File: config.mk
export PLATFORM = sky130hd
export DESIGN_NAME = tx_engine
export DESIGN_NICKNAME = d
export VERILOG_FILES = /design/src/rtl/tx_pkg.sv /design/src/rtl/tx_baud_gen.sv /design/src/rtl/tx_engine.sv
export SDC_FILE = /design/constraint.sdc
export NUM_CORES = 1
export LEC_CHECK = 0
export CELL_PAD_IN_SITES_DETAIL_PLACEMENT = 1
export CELL_PAD_IN_SITES_GLOBAL_PLACEMENT = 1
export CORE_AREA = 2 2 109 111
export CTS_BUF_LIST = sky130_fd_sc_hd__clkbuf_16
export DETAILED_ROUTE_END_ITERATION = 16
export DIE_AREA = 0 0 111 113
export PLACE_DENSITY_LB_ADDON = 0.12
export REMOVE_ABC_BUFFERS = 1
export SLEW_MARGIN = 20
export SYNTH_ARGS = -nofsm -noshare
export SYNTH_HDL_FRONTEND = slang
export SYNTH_SLANG_ARGS = --single-unit
File: constraint.sdc
create_clock -name clk -period 5.34 [get_ports clk]
set_input_delay 1.068 -clock clk [delete_from_list [all_inputs] [get_ports clk]]
set_output_delay 1.068 -clock clk [all_outputs]
set_load 0.05 [all_outputs]
File: src/rtl/tx_pkg.sv
// Shared types and helpers for the UART transmit engine.
// No latency: declarations and a pure function only.
// No flow control of its own.
package tx_pkg;

  typedef enum logic [1:0] {
    IDLE  = 2'd0,
    SHIFT = 2'd1,
    FIN   = 2'd2
  } tx_state_e;

  localparam int FRAME_BITS = 11;
  localparam int BITCNT_W   = 4;

  // Parity over the enabled data bits; ohel=1 selects odd sense.
  function automatic logic tx_parity(input logic [7:0] data,
                                     input logic       eight,
                                     input logic       ohel);
    logic [7:0] masked;
    masked = eight ? data : {1'b0, data[6:0]};
    return (^masked) ^ ohel;
  endfunction

endpackage

File: src/rtl/tx_baud_gen.sv
// Bit-time divisor: counts 0..div-1 while enabled, pulses tick on the last count.
// Tick is combinational from the counter flop; it is meaningful only while en is high.
// No backpressure; clr has priority over en.
module tx_baud_gen
  import tx_pkg::*;
#(
  parameter int BAUD_W = 19
) (
  input  logic              clk,
  input  logic              rst_n,
  input  logic              clr,
  input  logic              en,
  input  logic [BAUD_W-1:0] div,
  output logic              tick
);

  logic [BAUD_W-1:0] cnt_q, cnt_d;

  assign tick = en && (cnt_q == (div - BAUD_W'(1)));

  // Next count: clear on load, wrap to zero on terminal count.
  always_comb begin
    cnt_d = cnt_q;
    if (clr) begin
      cnt_d = '0;
    end else if (en) begin
      cnt_d = tick ? '0 : (cnt_q + BAUD_W'(1));
    end
  end

  // Counter register.
  always_ff @(posedge clk or negedge rst_n) begin
    if (!rst_n) begin
      cnt_q <= '0;
    end else begin
      cnt_q <= cnt_d;
    end
  end

endmodule

File: src/rtl/tx_engine.sv
// UART transmit engine: serialises LOAD_DATA as an 11-bit-time frame on TX.
// Start bit appears the cycle after DOIT is sampled; DONE pulses one cycle after the 11th bit time.
// No backpressure: DOIT is ignored outside IDLE. Parity support built only with TX_PARITY_EN defined.
module tx_engine
  import tx_pkg::*;
#(
  parameter int BAUD_W = 19
) (
  input  logic              clk,
  input  logic              reset,
  input  logic              DOIT,
  input  logic [7:0]        LOAD_DATA,
  input  logic              EIGHT,
  input  logic              PEN,
  input  logic              OHEL,
  input  logic [BAUD_W-1:0] BAUD_VAL,
  output logic              TX,
  output logic              DONE
);

  tx_state_e            state_q, state_d;
  logic [FRAME_BITS-1:0] shift_q, shift_d;
  logic [BITCNT_W-1:0]  bit_cnt_q, bit_cnt_d;
  logic [BAUD_W-1:0]    baud_q, baud_d;
  logic                 done_q, done_d;

  logic                 baud_clr;
  logic                 baud_en;
  logic                 baud_tick;
  logic                 par_slot;
  logic [FRAME_BITS-1:0] frame_load;

  // Slot following the data bits: parity when enabled, otherwise a stop-level 1.
`ifdef TX_PARITY_EN
  always_comb begin
    par_slot = 1'b1;
    if (PEN) begin
      par_slot = tx_parity(LOAD_DATA, EIGHT, OHEL);
    end
  end
`else
  logic unused_parity_cfg;
  assign unused_parity_cfg = &{1'b0, PEN, OHEL};
  assign par_slot = 1'b1;
`endif

  // Frame image, bit 0 goes out first. Capturing the formatted frame here is what
  // freezes EIGHT/PEN/OHEL for the whole frame.
  always_comb begin
    frame_load = '1;
    if (EIGHT) begin
      frame_load = {1'b1, par_slot, LOAD_DATA, 1'b0};
    end else begin
      frame_load = {2'b11, par_slot, LOAD_DATA[6:0], 1'b0};
    end
  end

  tx_baud_gen #(
    .BAUD_W (BAUD_W)
  ) u_baud_gen (
    .clk   (clk),
    .rst_n (reset),
    .clr   (baud_clr),
    .en    (baud_en),
    .div   (baud_q),
    .tick  (baud_tick)
  );

  // Next-state and datapath control.
  always_comb begin
    state_d   = state_q;
    shift_d   = shift_q;
    bit_cnt_d = bit_cnt_q;
    baud_d    = baud_q;
    done_d    = 1'b0;
    baud_clr  = 1'b0;
    baud_en   = 1'b0;
    case (state_q)
      IDLE: begin
        if (DOIT) begin
          shift_d   = frame_load;
          bit_cnt_d = '0;
          // A zero divisor would never reach terminal count; run it at one clock per bit.
          baud_d    = (BAUD_VAL == '0) ? BAUD_W'(1) : BAUD_VAL;
          baud_clr  = 1'b1;
          state_d   = SHIFT;
        end
      end
      SHIFT: begin
        baud_en = 1'b1;
        if (baud_tick) begin
          shift_d   = {1'b1, shift_q[FRAME_BITS-1:1]};
          bit_cnt_d = bit_cnt_q + BITCNT_W'(1);
          if (bit_cnt_q == BITCNT_W'(FRAME_BITS - 1)) begin
            state_d = FIN;
            done_d  = 1'b1;
          end
        end
      end
      FIN: begin
        // Always pass through IDLE so a DOIT still high from this frame is not reused.
        state_d = IDLE;
      end
      default: begin
        state_d = IDLE;
      end
    endcase
  end

  // State, shift register, counters and DONE flop.
  always_ff @(posedge clk or negedge reset) begin
    if (!reset) begin
      state_q   <= IDLE;
      shift_q   <= '1;
      bit_cnt_q <= '0;
      baud_q    <= BAUD_W'(1);
      done_q    <= 1'b0;
    end else begin
      state_q   <= state_d;
      shift_q   <= shift_d;
      bit_cnt_q <= bit_cnt_d;
      baud_q    <= baud_d;
      done_q    <= done_d;
    end
  end

  // Shift register idles and drains to all ones, so TX is high outside a frame.
  assign TX   = shift_q[0];
  assign DONE = done_q;

endmodule

======== After elaboration in Yosys (flattened, before gate mapping) ========
Cells that the tools add are included.
operators by class
  bitwise operators ....................... 0
  multiply operators ...................... 0
  $lt $le $gt $ge ......................... 0
  eq/ne operators ......................... 6
  reductions and logical operators ........ 8
  div/mod/pow operators ................... 0
  shift operators ......................... 0
  add/sub/neg operators ................... 3
  muxes and demuxes ....................... 21
operators with widths
  kind                                                                   count
  19-bit two-way mux                                                     4
  11-bit two-way mux                                                     2
  11-bit case mux with 2 select lines                                    1
  19-bit by 1-bit adder with 19-bit output (second input constant)       1
  19-bit == test                                                         1
  19-bit zero test                                                       1
  19-bit by 1-bit subtractor with 19-bit output (second input constant)  1
  9-bit two-way mux                                                      1
  4-bit two-way mux                                                      2
  4-bit case mux with 2 select lines                                     1
  1-bit two-way mux                                                      6
  2-bit two-way mux                                                      3
  3-bit AND reduction                                                    2
  4-bit by 1-bit adder with 4-bit output (second input constant)         1
  4-bit == test (second input constant)                                  1
  2-bit != test (second input constant)                                  2
  2-bit case mux with 2 select lines                                     1
  2-bit nonzero test                                                     2
  2-bit by 1-bit == test with 1-bit output (second input constant)       1
  2-bit zero test                                                        1
  2-bit by 1-bit != test with 1-bit output (second input constant)       1
  2-bit AND reduction                                                    1
  1-bit logical AND                                                      1
word-level totals
  bits of input ports ..................... 33
  memories ................................ 0
  RAM bits ................................ 0
  flip-flop bits (word level) ............. 56
  bits in latches ......................... 0
  ROM bits ................................ 0

======== Depth between registers and ports, before layout ========
Gate-level depths: netlist of run 1.
  depth after elaboration ................. 6
  mapped depth ............................ 12
  depth with buffers taken out ............ 9

======== Modules after synthesis ========
From an unflattened synthesis of run 1, not the netlist that was laid out.
unflattened totals
  cells, all modules ...................... 376
  area, all modules ....................... 3355.7 um^2
by module, submodules not included
  module       sequential area each (um^2)  area an instance (um^2)  cells an instance  instances
  tx_baud_gen  475.5                        1826.8                   221                1
  tx_engine    888.4                        1529.0                   155                1

======== Worst setup path before layout of run 1 ========
Ideal clock, no wire load.
  path kind ............................... reg-to-reg
  from .................................... register baud_q[1]
  to ...................................... register shift_q[1]
  setup slack ............................. 2.621 ns
  stages on the path, launching flop included .. 11
  setup time .............................. 0.082 ns
  data required time ...................... 5.258 ns
  arrival ................................. 2.637 ns
  cell sequence ........................... dfrtp_1 inv_1 ha_1 nor4b_4 nand4_1 or4b_1 a31oi_1 o2111a_2 a21o_1 buf_6 mux2_2
between the ends
  cells in the longest elaborated chain, start to end .. 5
RTL lines
  item                                                RTL line           source
  start: declaration                                  tx_engine.sv:24    logic [BAUD_W-1:0] baud_q, baud_d;
  start signal: assignment                            tx_engine.sv:122   baud_q <= baud_d;
  19-bit by 1-bit subtractor with 19-bit output       tx_baud_gen.sv:19  assign tick = en && (cnt_q == (div - BAUD_W'(1)));
  19-bit == test                                      tx_baud_gen.sv:19
  1-bit logical AND                                   tx_baud_gen.sv:19
  2-bit by 1-bit != test with 1-bit output (no line)  -
  3-bit AND reduction (no line)                       -
  end signal: assignment                              tx_engine.sv:120   shift_q <= shift_d;
  end: declaration                                    tx_engine.sv:22    logic [FRAME_BITS-1:0] shift_q, shift_d;
No other way between the ends.
A chain may end at the register's enable or synchronous reset.

======== Worst setup path after layout of run 1 ========
  from .................................... register baud_q[1]
  to ...................................... register shift_q[7]
The elaborated chain is that of the path after synthesis.

==> tab_implementation.tex, run 1 <==
\begin{tabular}{lr}
\hline
Metric & Value \\
\hline
\multicolumn{2}{l}{\textbf{Finish}} \\
Post-layout instance count excluding filler cells & 520 \\
Signed area change from the synthesized netlist to the final layout & 16.6\% \\
Share of post-route cells with drive strength above 1 & 0.143 \\
FF+latch area & 1360 sq um \\
Fill cell instance count of the final layout & 1324 \\
Diode insertion count for antenna repair & 0 \\
Area used by multi-input combinational logic & 1830 sq um \\
Number of nets in the finished design & 413 \\
Utilization of the core after routing & 0.346 \\
\multicolumn{2}{l}{\textbf{Synth}} \\
Top cells by instance count after synthesis & dfrtp\_1 (44), nand2\_1 (40), nor2\_1 (32) \\
Arithmetic-cell share of the synthesized area counting full adders, half adders and majority gates & 0.0150 \\
Area share of the leading cell type in the synthesized netlist & 0.329 \\
Share of synthesized registers carrying an async set or reset & 1.00 \\
Commonest register cell after synthesis & dfrtp\_1 \\
Post-synth EDFFs & 0 \\
Cell with the most instances after synthesis & dfrtp\_1 \\
Largest family of logic cells by synthesized area & simple AND/OR/NAND/NOR gates \\
Post-synth top area cell & dfrtp\_1 \\
Top area cells in the synthesized netlist & dfrtp\_1 (33\%), mux2\_2 (8.1\%), dfstp\_2 (7.9\%) \\
Sequential area share after synthesis & 0.408 \\
Synth Area in Compound Gates & 0.0797 \\
Post-Synthesis Cells & 351 \\
Post-synthesis cell area & 3350 sq um \\
Parity-gate share of the synthesized area counting xor and xnor cells & 0.0942 \\
Mean cell area of the mapped netlist & 9.53 sq um \\
Multiplexer share of the synthesized area & 0.0898 \\
Yosys warns & 0 \\
Simple-gate portion of the synthesized area & 0.267 \\
Synth cell types & 54 \\
Register bit count reported by yosys & 54 \\
\multicolumn{2}{l}{\textbf{Pwr}} \\
Combinational group share of total power & 0.236 \\
Fraction of power spent switching nets & 0.322 \\
Sequential cell fraction of total power & 0.485 \\
PnR Total Power & 0.00115 W \\
Clock power share & 0.279 \\
Total internal power & a little under 0.0008 W \\
NetSw & 0.000370 W \\
Maximum vdd ir drop & between 0.1 and 0.15 mV \\
Static Leakage & 1.62 nW \\
Total power density per cell area & 294 nW/um\^{}2 \\
\multicolumn{2}{l}{\textbf{Routing}} \\
Starting DRT DRC Count & between 80 and 90 \\
Number of vias per cell after detailed routing & roughly 5.1 \\
DRC viols & 0 \\
Detailed Route WL & 8.52 mm \\
Initial DRT Pass Iterations & 4 \\
Number of vias in the routed layout & approximately 2700 \\
Wire length per cell after detailed routing & between 15 and 20 um \\
Detail Route Antenna Nets & 0 \\
\multicolumn{2}{l}{\textbf{Floorplanning}} \\
Ports placed on the boundary & 35 \\
Horizontal die dimension & 111 um \\
Vertical die dimension & 113 um \\
Standard-cell row count & 39 \\
Die Area & 12500 sq um \\
Initial core utilization & 0.297 \\
Core region area & 11300 sq um \\
\multicolumn{2}{l}{\textbf{Setup path}} \\
Worst reg2reg path startpoint & baud\_q[1] \\
CP Max Fanout & 26 \\
Critical Path End Type & register \\
Cell class contributing the biggest share of worst-path delay & compound AO/OA/AOI/OAI gates \\
Crit path buf inv count & 1 \\
Beginning of the critical path & baud\_q[1] \\
Biggest cell delay along the critical path & 0.82 ns \\
CP max-delay cell & a21o\_1 \\
Critical path data arrival time & slightly above 4 ns \\
Series of cell instances along the critical path & inv\_1, ha\_1, nor4b\_4, nand4\_1, or4b\_1, a31oi\_1, o2111a\_2, a21o\_1, mux2\_2 \\
Startpoint types & register \\
CP Class & register to register \\
Required time of the critical path & $\sim$5.6 ns \\
Reg-to-reg setup timing slack & 1.45 ns \\
\multicolumn{2}{l}{\textbf{Clock network}} \\
Cts bufs inserted & 5 \\
Number of sinks on the clock net & 54 \\
\# Post-CTS Setup Buffers & 0 \\
CTS Buffer Depth & 2 \\
Number of cells upsized or downsized after cts & 0 \\
Post-CTS Hold Buffers & 0 \\
CTS HTree Levels & 2 \\
Later-pin clock latency in the skew report & 0.30 ns \\
CTS Root Cell & clkbuf\_16 \\
Clock slew seen by the registers of the worst setup and hold paths & approximately 0.07 ns \\
TritonCTS clock tree & built \\
\multicolumn{2}{l}{\textbf{Placed design}} \\
Port Buffers & 32 \\
Number of placed instances, taps included & 512 \\
Gp weighted congestion & 0.777 \\
Post-DP HPWL & 6.14 mm \\
Pre-CTS setup slack & 1.40 ns \\
\multicolumn{2}{l}{\textbf{Timing}} \\
Max frequency & 257 MHz \\
Final number of hold-violating endpoints & 0 \\
Largest clock skew in the final design & 0.00852 ns \\
Total Neg Setup Slack & 0 ns \\
RSZ-0062 raised after global routing & false \\
Max-slew violation count & 0 \\
Setup slack of the critical path after layout & 1.45 ns \\
Tightest slew margin relative to the limit & 0.344 \\
Portion of the clock cycle consumed by the worst path in the final layout & 0.728 \\
Slew at the pin closest to its max-slew limit & 0.984 ns \\
Final setup vio count & 0 \\
Post-route minimum period & 3.89 ns \\
\multicolumn{2}{l}{\textbf{Worst hold path}} \\
Worst Hold Class & register to register \\
Hold path startpoint & shift\_q[0] \\
\multicolumn{2}{l}{\textbf{Global routing}} \\
Tot GR Track Use & 0.142 \\
Number of antenna violations at the first check in global routing & 0 \\
First-pass GRT wire length & 14.3 mm \\
Vias in the first global route & 2740 \\
Gr ovfl total & 0 \\
Largest net degree at the start of global routing & 55 \\
\multicolumn{2}{l}{\textbf{Outcome}} \\
Result of the run & finished clean \\
\multicolumn{2}{l}{\textbf{Run}} \\
Max-cap violation count & 0 \\
\hline
\end{tabular}
per-layer routing:
metal | up-vias | routed length [um] | global-route usage
met5 | - | 0 | 0
met4 | 0 | 88 | 0.0325
met3 | 8 | 331 | 0.0321
met2 | 39 | 3880 | 0.233
met1 | 1314 | 4220 | 0.193
li1 | 1298 | - | -
area by class of cell:
type,instances,share of cell area
clock buffers,5,0.0321
clock inverters,3,0.00321
repair buffers,37,0.0904
flip-flops and latches,54,0.349
multi-input cells,268,0.469
well taps,143,0.0458
inverters,10,0.00962
per-stage QoR:
stage | hold WS (ns) | instance area [sq um]
after CTS | 0.474 | 3900
after global routing | 0.499 | 3900
final | 0.466 | 3900
after floorplan | 0.460 | 3230
after detailed placement | 0.462 | 3760
after global placement | 0.460 | 3760
placed cells by master (no fill, tap or decap), drive strengths merged, types with 2 or more instances in the layout:
cell,n
dfstp,10
a21oi,5
xnor2,15
buf,6
nand2,40
a211oi,2
nand2b,4
inv,11
o211ai,3
clkdlybuf4s50,31
and3,8
nor3b,4
or4,3
o22ai,3
and4,4
nand4b,2
clkbuf,5
nor4,12
o21ai,9
mux2i,3
a221oi,3
o21a,3
and2,6
clkinv,2
or2,2
nand3b,2
nor3,11
dfrtp,44
nand3,10
nor2b,4
xor2,21
a21o,2
mux2,24
nand4,13
nor2,32
ha,4
final timing paths:
| kind | end | depth (start not counted) |
|---|---|---|
| worst max-delay path | shift_q[7] | 9 |
| worst min-delay path | shift_q[0] | 2 |
| worst max register to register | shift_q[7] | 9 |
| worst min register to register | shift_q[0] | 2 |
| max in group asynchronous | bit_cnt_q[3] | 2 |
| min in group asynchronous | baud_q[8] | 2 |
tightest hold or removal path, cell delays in order (launching register included):
cell and delay, ns:
dfstp_2 0.37, inv_1 0.04, o2bb2ai_1 0.05
power by group through the flow:
stage               Clock, W  Combinational (W)  Sequential, W
CTS                 0.000338           0.000275       0.000556
floorplan                  0           0.000191       0.000538
finish              0.000320           0.000271       0.000556
detailed placement         0           0.000273       0.000563
global placement           0           0.000270       0.000562
global route        0.000357           0.000309       0.000568
sequential cells by signal, indices dropped and copies added (netlist names):
register / count
baud_q: 19
DONE: 1
shift_q: 9
u_baud_gen.cnt_q: 19
bit_cnt_q: 4
state_q: 2
kinds of logic after synthesis:
logic type                 count (synthesis)
and+or+nand+nor                          162
muxes                                     27
DFF                                       54
xor gates and xnor gates                  36
AOI/OAI and AO/OA                         39
buffers and inverters                     29
adders and majority gates                  4
No activity file was read; power rests on OpenSTA's default activity.
==> run 2, diff against run 1 <==
==> constraint.sdc (replaced) <==
create_clock -name clk -period 3.96 [get_ports clk]
set_input_delay 0.792 -clock clk [delete_from_list [all_inputs] [get_ports clk]]
set_output_delay 0.792 -clock clk [all_outputs]
set_load 0.05 [all_outputs]
==> tab_implementation.tex, run 2 (synthesized netlist as in run 1, its figures left out) <==
\begin{tabular}{lr}
\hline
Metric & Value \\
\hline
\multicolumn{2}{l}{\textbf{Setup path}} \\
Beginning of the critical path & baud\_q[1] \\
Series of cell instances along the critical path & inv\_1, ha\_1, nor4b\_4, nand4\_1, or4b\_1, a31oi\_1, o2111a\_2, a21o\_1, buf\_4, o22ai\_1 \\
Biggest cell delay along the critical path & 0.52 ns (-0.30 ns) \\
Crit path to & bit\_cnt\_q[1] \\
Reg-to-reg critical path endpoint & bit\_cnt\_q[1] \\
Startpoint types & register \\
CP Max Fanout & 13 (-50\%) \\
Reg-to-reg setup timing slack & 0.72 ns (-0.73 ns) \\
Cell class contributing the biggest share of worst-path delay & simple AND/OR/NAND/NOR gates \\
Logic depth of the worst setup path including buffers & 10 (+1) \\
Worst reg2reg path startpoint & baud\_q[1] \\
Worst reg2reg path depth & 10 (+1) \\
CP max-delay cell & or4b\_1 \\
Critical path data arrival time & 3.42 ns (-0.70 ns) \\
Critical Path End Type & register \\
Required time of the critical path & 4.15 ns (-1.42 ns) \\
Crit path buf inv count & 2 (+1) \\
CP Class & register to register \\
\multicolumn{2}{l}{\textbf{Pwr}} \\
Sequential cell fraction of total power & 0.458 (-0.027) \\
Static Leakage & 1.65 nW (+1.8\%) \\
PnR Total Power & 0.00164 W (+43\%) \\
Fraction of power spent switching nets & 0.317 (-0.00524) \\
NetSw & 0.000519 W (+41\%) \\
Total power density per cell area & 412 nW/um\^{}2 (+40\%) \\
Maximum vdd ir drop & 0.191 mV (+39\%) \\
Total internal power & 0.00112 W (+44\%) \\
Combinational group share of total power & 0.227 (-0.009) \\
Clock power share & 0.315 (+0.036) \\
\multicolumn{2}{l}{\textbf{Timing}} \\
Portion of the clock cycle consumed by the worst path in the final layout & 0.817 (+0.0891) \\
Total Neg Setup Slack & 0 ns (unchanged) \\
Tightest slew margin relative to the limit & 0.384 (+0.0397) \\
Final number of hold-violating endpoints & 0 (unchanged) \\
Max-slew violation count & 0 (unchanged) \\
Largest clock skew in the final design & 0.00662 ns (-0.00190 ns) \\
Post-route minimum period & 3.24 ns (-0.653 ns) \\
Max frequency & 309 MHz (+20\%) \\
Final setup vio count & 0 (unchanged) \\
RSZ-0062 raised after global routing & false \\
Slew at the pin closest to its max-slew limit & 0.923 ns (-0.0615 ns) \\
\multicolumn{2}{l}{\textbf{Routing}} \\
Number of vias per cell after detailed routing & 5.09 (-0.51\%) \\
Number of vias in the routed layout & 2671 (+0.45\%) \\
Initial DRT Pass Iterations & 4 (unchanged) \\
DRC viols & 0 (unchanged) \\
Detailed Route WL & 8.58 mm (+0.70\%) \\
Detail Route Antenna Nets & 0 (unchanged) \\
Wire length per cell after detailed routing & 16.3 um (-0.25\%) \\
Starting DRT DRC Count & 94 (+5.6\%) \\
\multicolumn{2}{l}{\textbf{Global routing}} \\
Gr ovfl total & 0 (unchanged) \\
Vias in the first global route & 2749 (+0.33\%) \\
Largest net degree at the start of global routing & 34 (-38\%) \\
First-pass GRT wire length & 14.4 mm (+0.92\%) \\
Number of antenna violations at the first check in global routing & 0 (unchanged) \\
Tot GR Track Use & 0.144 (+0.00202) \\
\multicolumn{2}{l}{\textbf{Placed design}} \\
Placed cell areas & 3800 sq um (+1.0\%) \\
Gp weighted congestion & 0.812 (+4.5\%) \\
Post-DP HPWL & 6.44 mm (+4.9\%) \\
Port Buffers & 32 (unchanged) \\
\multicolumn{2}{l}{\textbf{Worst hold path}} \\
Worst Hold Class & register to register \\
\multicolumn{2}{l}{\textbf{Outcome}} \\
Result of the run & finished clean \\
\multicolumn{2}{l}{\textbf{Floorplanning}} \\
Initial core utilization & 0.297 (unchanged) \\
Die Area & 12500 sq um (unchanged) \\
Ports placed on the boundary & 35 (unchanged) \\
Core region area & 11300 sq um (unchanged) \\
Horizontal die dimension & 111 um (unchanged) \\
Standard-cell row count & 39 (unchanged) \\
Vertical die dimension & 113 um (unchanged) \\
\multicolumn{2}{l}{\textbf{Clock network}} \\
Number of cells upsized or downsized after cts & 0 (unchanged) \\
Post-CTS Hold Buffers & 0 (unchanged) \\
CTS Root Cell & clkbuf\_16 \\
Later-pin clock latency in the skew report & 0.30 ns (about the same) \\
Number of sinks on the clock net & 54 (unchanged) \\
Cts bufs inserted & 5 (unchanged) \\
TritonCTS clock tree & built \\
CTS Buffer Depth & 2 (unchanged) \\
\# Post-CTS Setup Buffers & 0 (unchanged) \\
Clock slew seen by the registers of the worst setup and hold paths & 0.08 ns (about the same) \\
CTS HTree Levels & 2 (unchanged) \\
\multicolumn{2}{l}{\textbf{Finish}} \\
Utilization of the core after routing & 0.352 (+0.00622) \\
Diode insertion count for antenna repair & 0 (unchanged) \\
Post-route cell area & 3970 sq um (+1.8\%) \\
Signed area change from the synthesized netlist to the final layout & 18.7\% \\
Share of post-route cells with drive strength above 1 & 0.160 (+0.0164) \\
Biggest regs & baud\_q x19, u\_baud\_gen.cnt\_q x19, shift\_q x9 \\
Number of nets in the finished design & 418 (+1.2\%) \\
Leading cell types in the layout, fill and taps excluded & dfrtp\_1 (44), nand2\_1 (40), nor2\_1 (32) \\
Most common cell after layout, fill and taps aside & dfrtp\_1 \\
\multicolumn{2}{l}{\textbf{Run}} \\
Max-cap violation count & 0 (unchanged) \\
\hline
\end{tabular}
-- run 2: how the worst min path moves through the flow --
stage	start	end	slack (ns)	depth (start not counted)
CTS	shift_q[0]	shift_q[0]	0.48	2
finish	shift_q[0]	shift_q[0]	0.47	2
global placement	shift_q[0]	shift_q[0]	0.47	2
detailed placement	shift_q[0]	shift_q[0]	0.46	2
floorplan	shift_q[1]	shift_q[0]	0.46	1
global route	shift_q[0]	shift_q[0]	0.49	2
-- run 2: metal layers --
| metal | global-route usage | up-vias | share of wire |
|---|---|---|---|
| li1 | - | 1309 | - |
| met1 | 0.192 | 1312 | 0.48 |
| met2 | 0.243 | 43 | 0.47 |
| met3 | 0.0311 | 7 | 0.037 |
| met4 | 0.0300 | 0 | 0.0091 |
| met5 | 0 | - | 0 |
-- run 2: worst reg2reg max path, cell delays in order (launching register included) --
cell,delay (ns)
dfrtp_1,0.42
inv_1,0.08
ha_1,0.28
nor4b_4,0.38
nand4_1,0.25
or4b_1,0.52
a31oi_1,0.20
o2111a_2,0.23
a21o_1,0.39
buf_4,0.29
o22ai_1,0.10
-- run 2: through the flow --
step	setup WS (ns)	hold WS, ns	instances
final	0.723	0.473	525
after global routing	0.334	0.495	525
after CTS	0.637	0.479	525
after detailed placement	0.659	0.463	517
after global placement	0.646	0.465	517
after floorplan	0.288	0.460	332
-- run 2: final cells by class --
| type | instances | area [sq um] |
|---|---|---|
| clock inverters | 3 | 45.0 |
| flip-flops and latches | 54 | 1360 |
| repair buffers | 42 | 390 |
| clock buffers | 5 | 125 |
| multi-input cells | 268 | 1830 |
| inverters | 10 | 37.5 |
| well taps | 143 | 179 |
| fillers | 1314 | 7300 |
-- run 2: power groups by stage --
stage	Clock, W	Sequential, W	Combinational [W]
after global placement	0	0.000757	0.000368
after detailed placement	0	0.000762	0.000373
after floorplan	0	0.000725	0.000258
after global routing	0.000556	0.000768	0.000422
final	0.000516	0.000751	0.000371
after CTS	0.000535	0.000752	0.000377
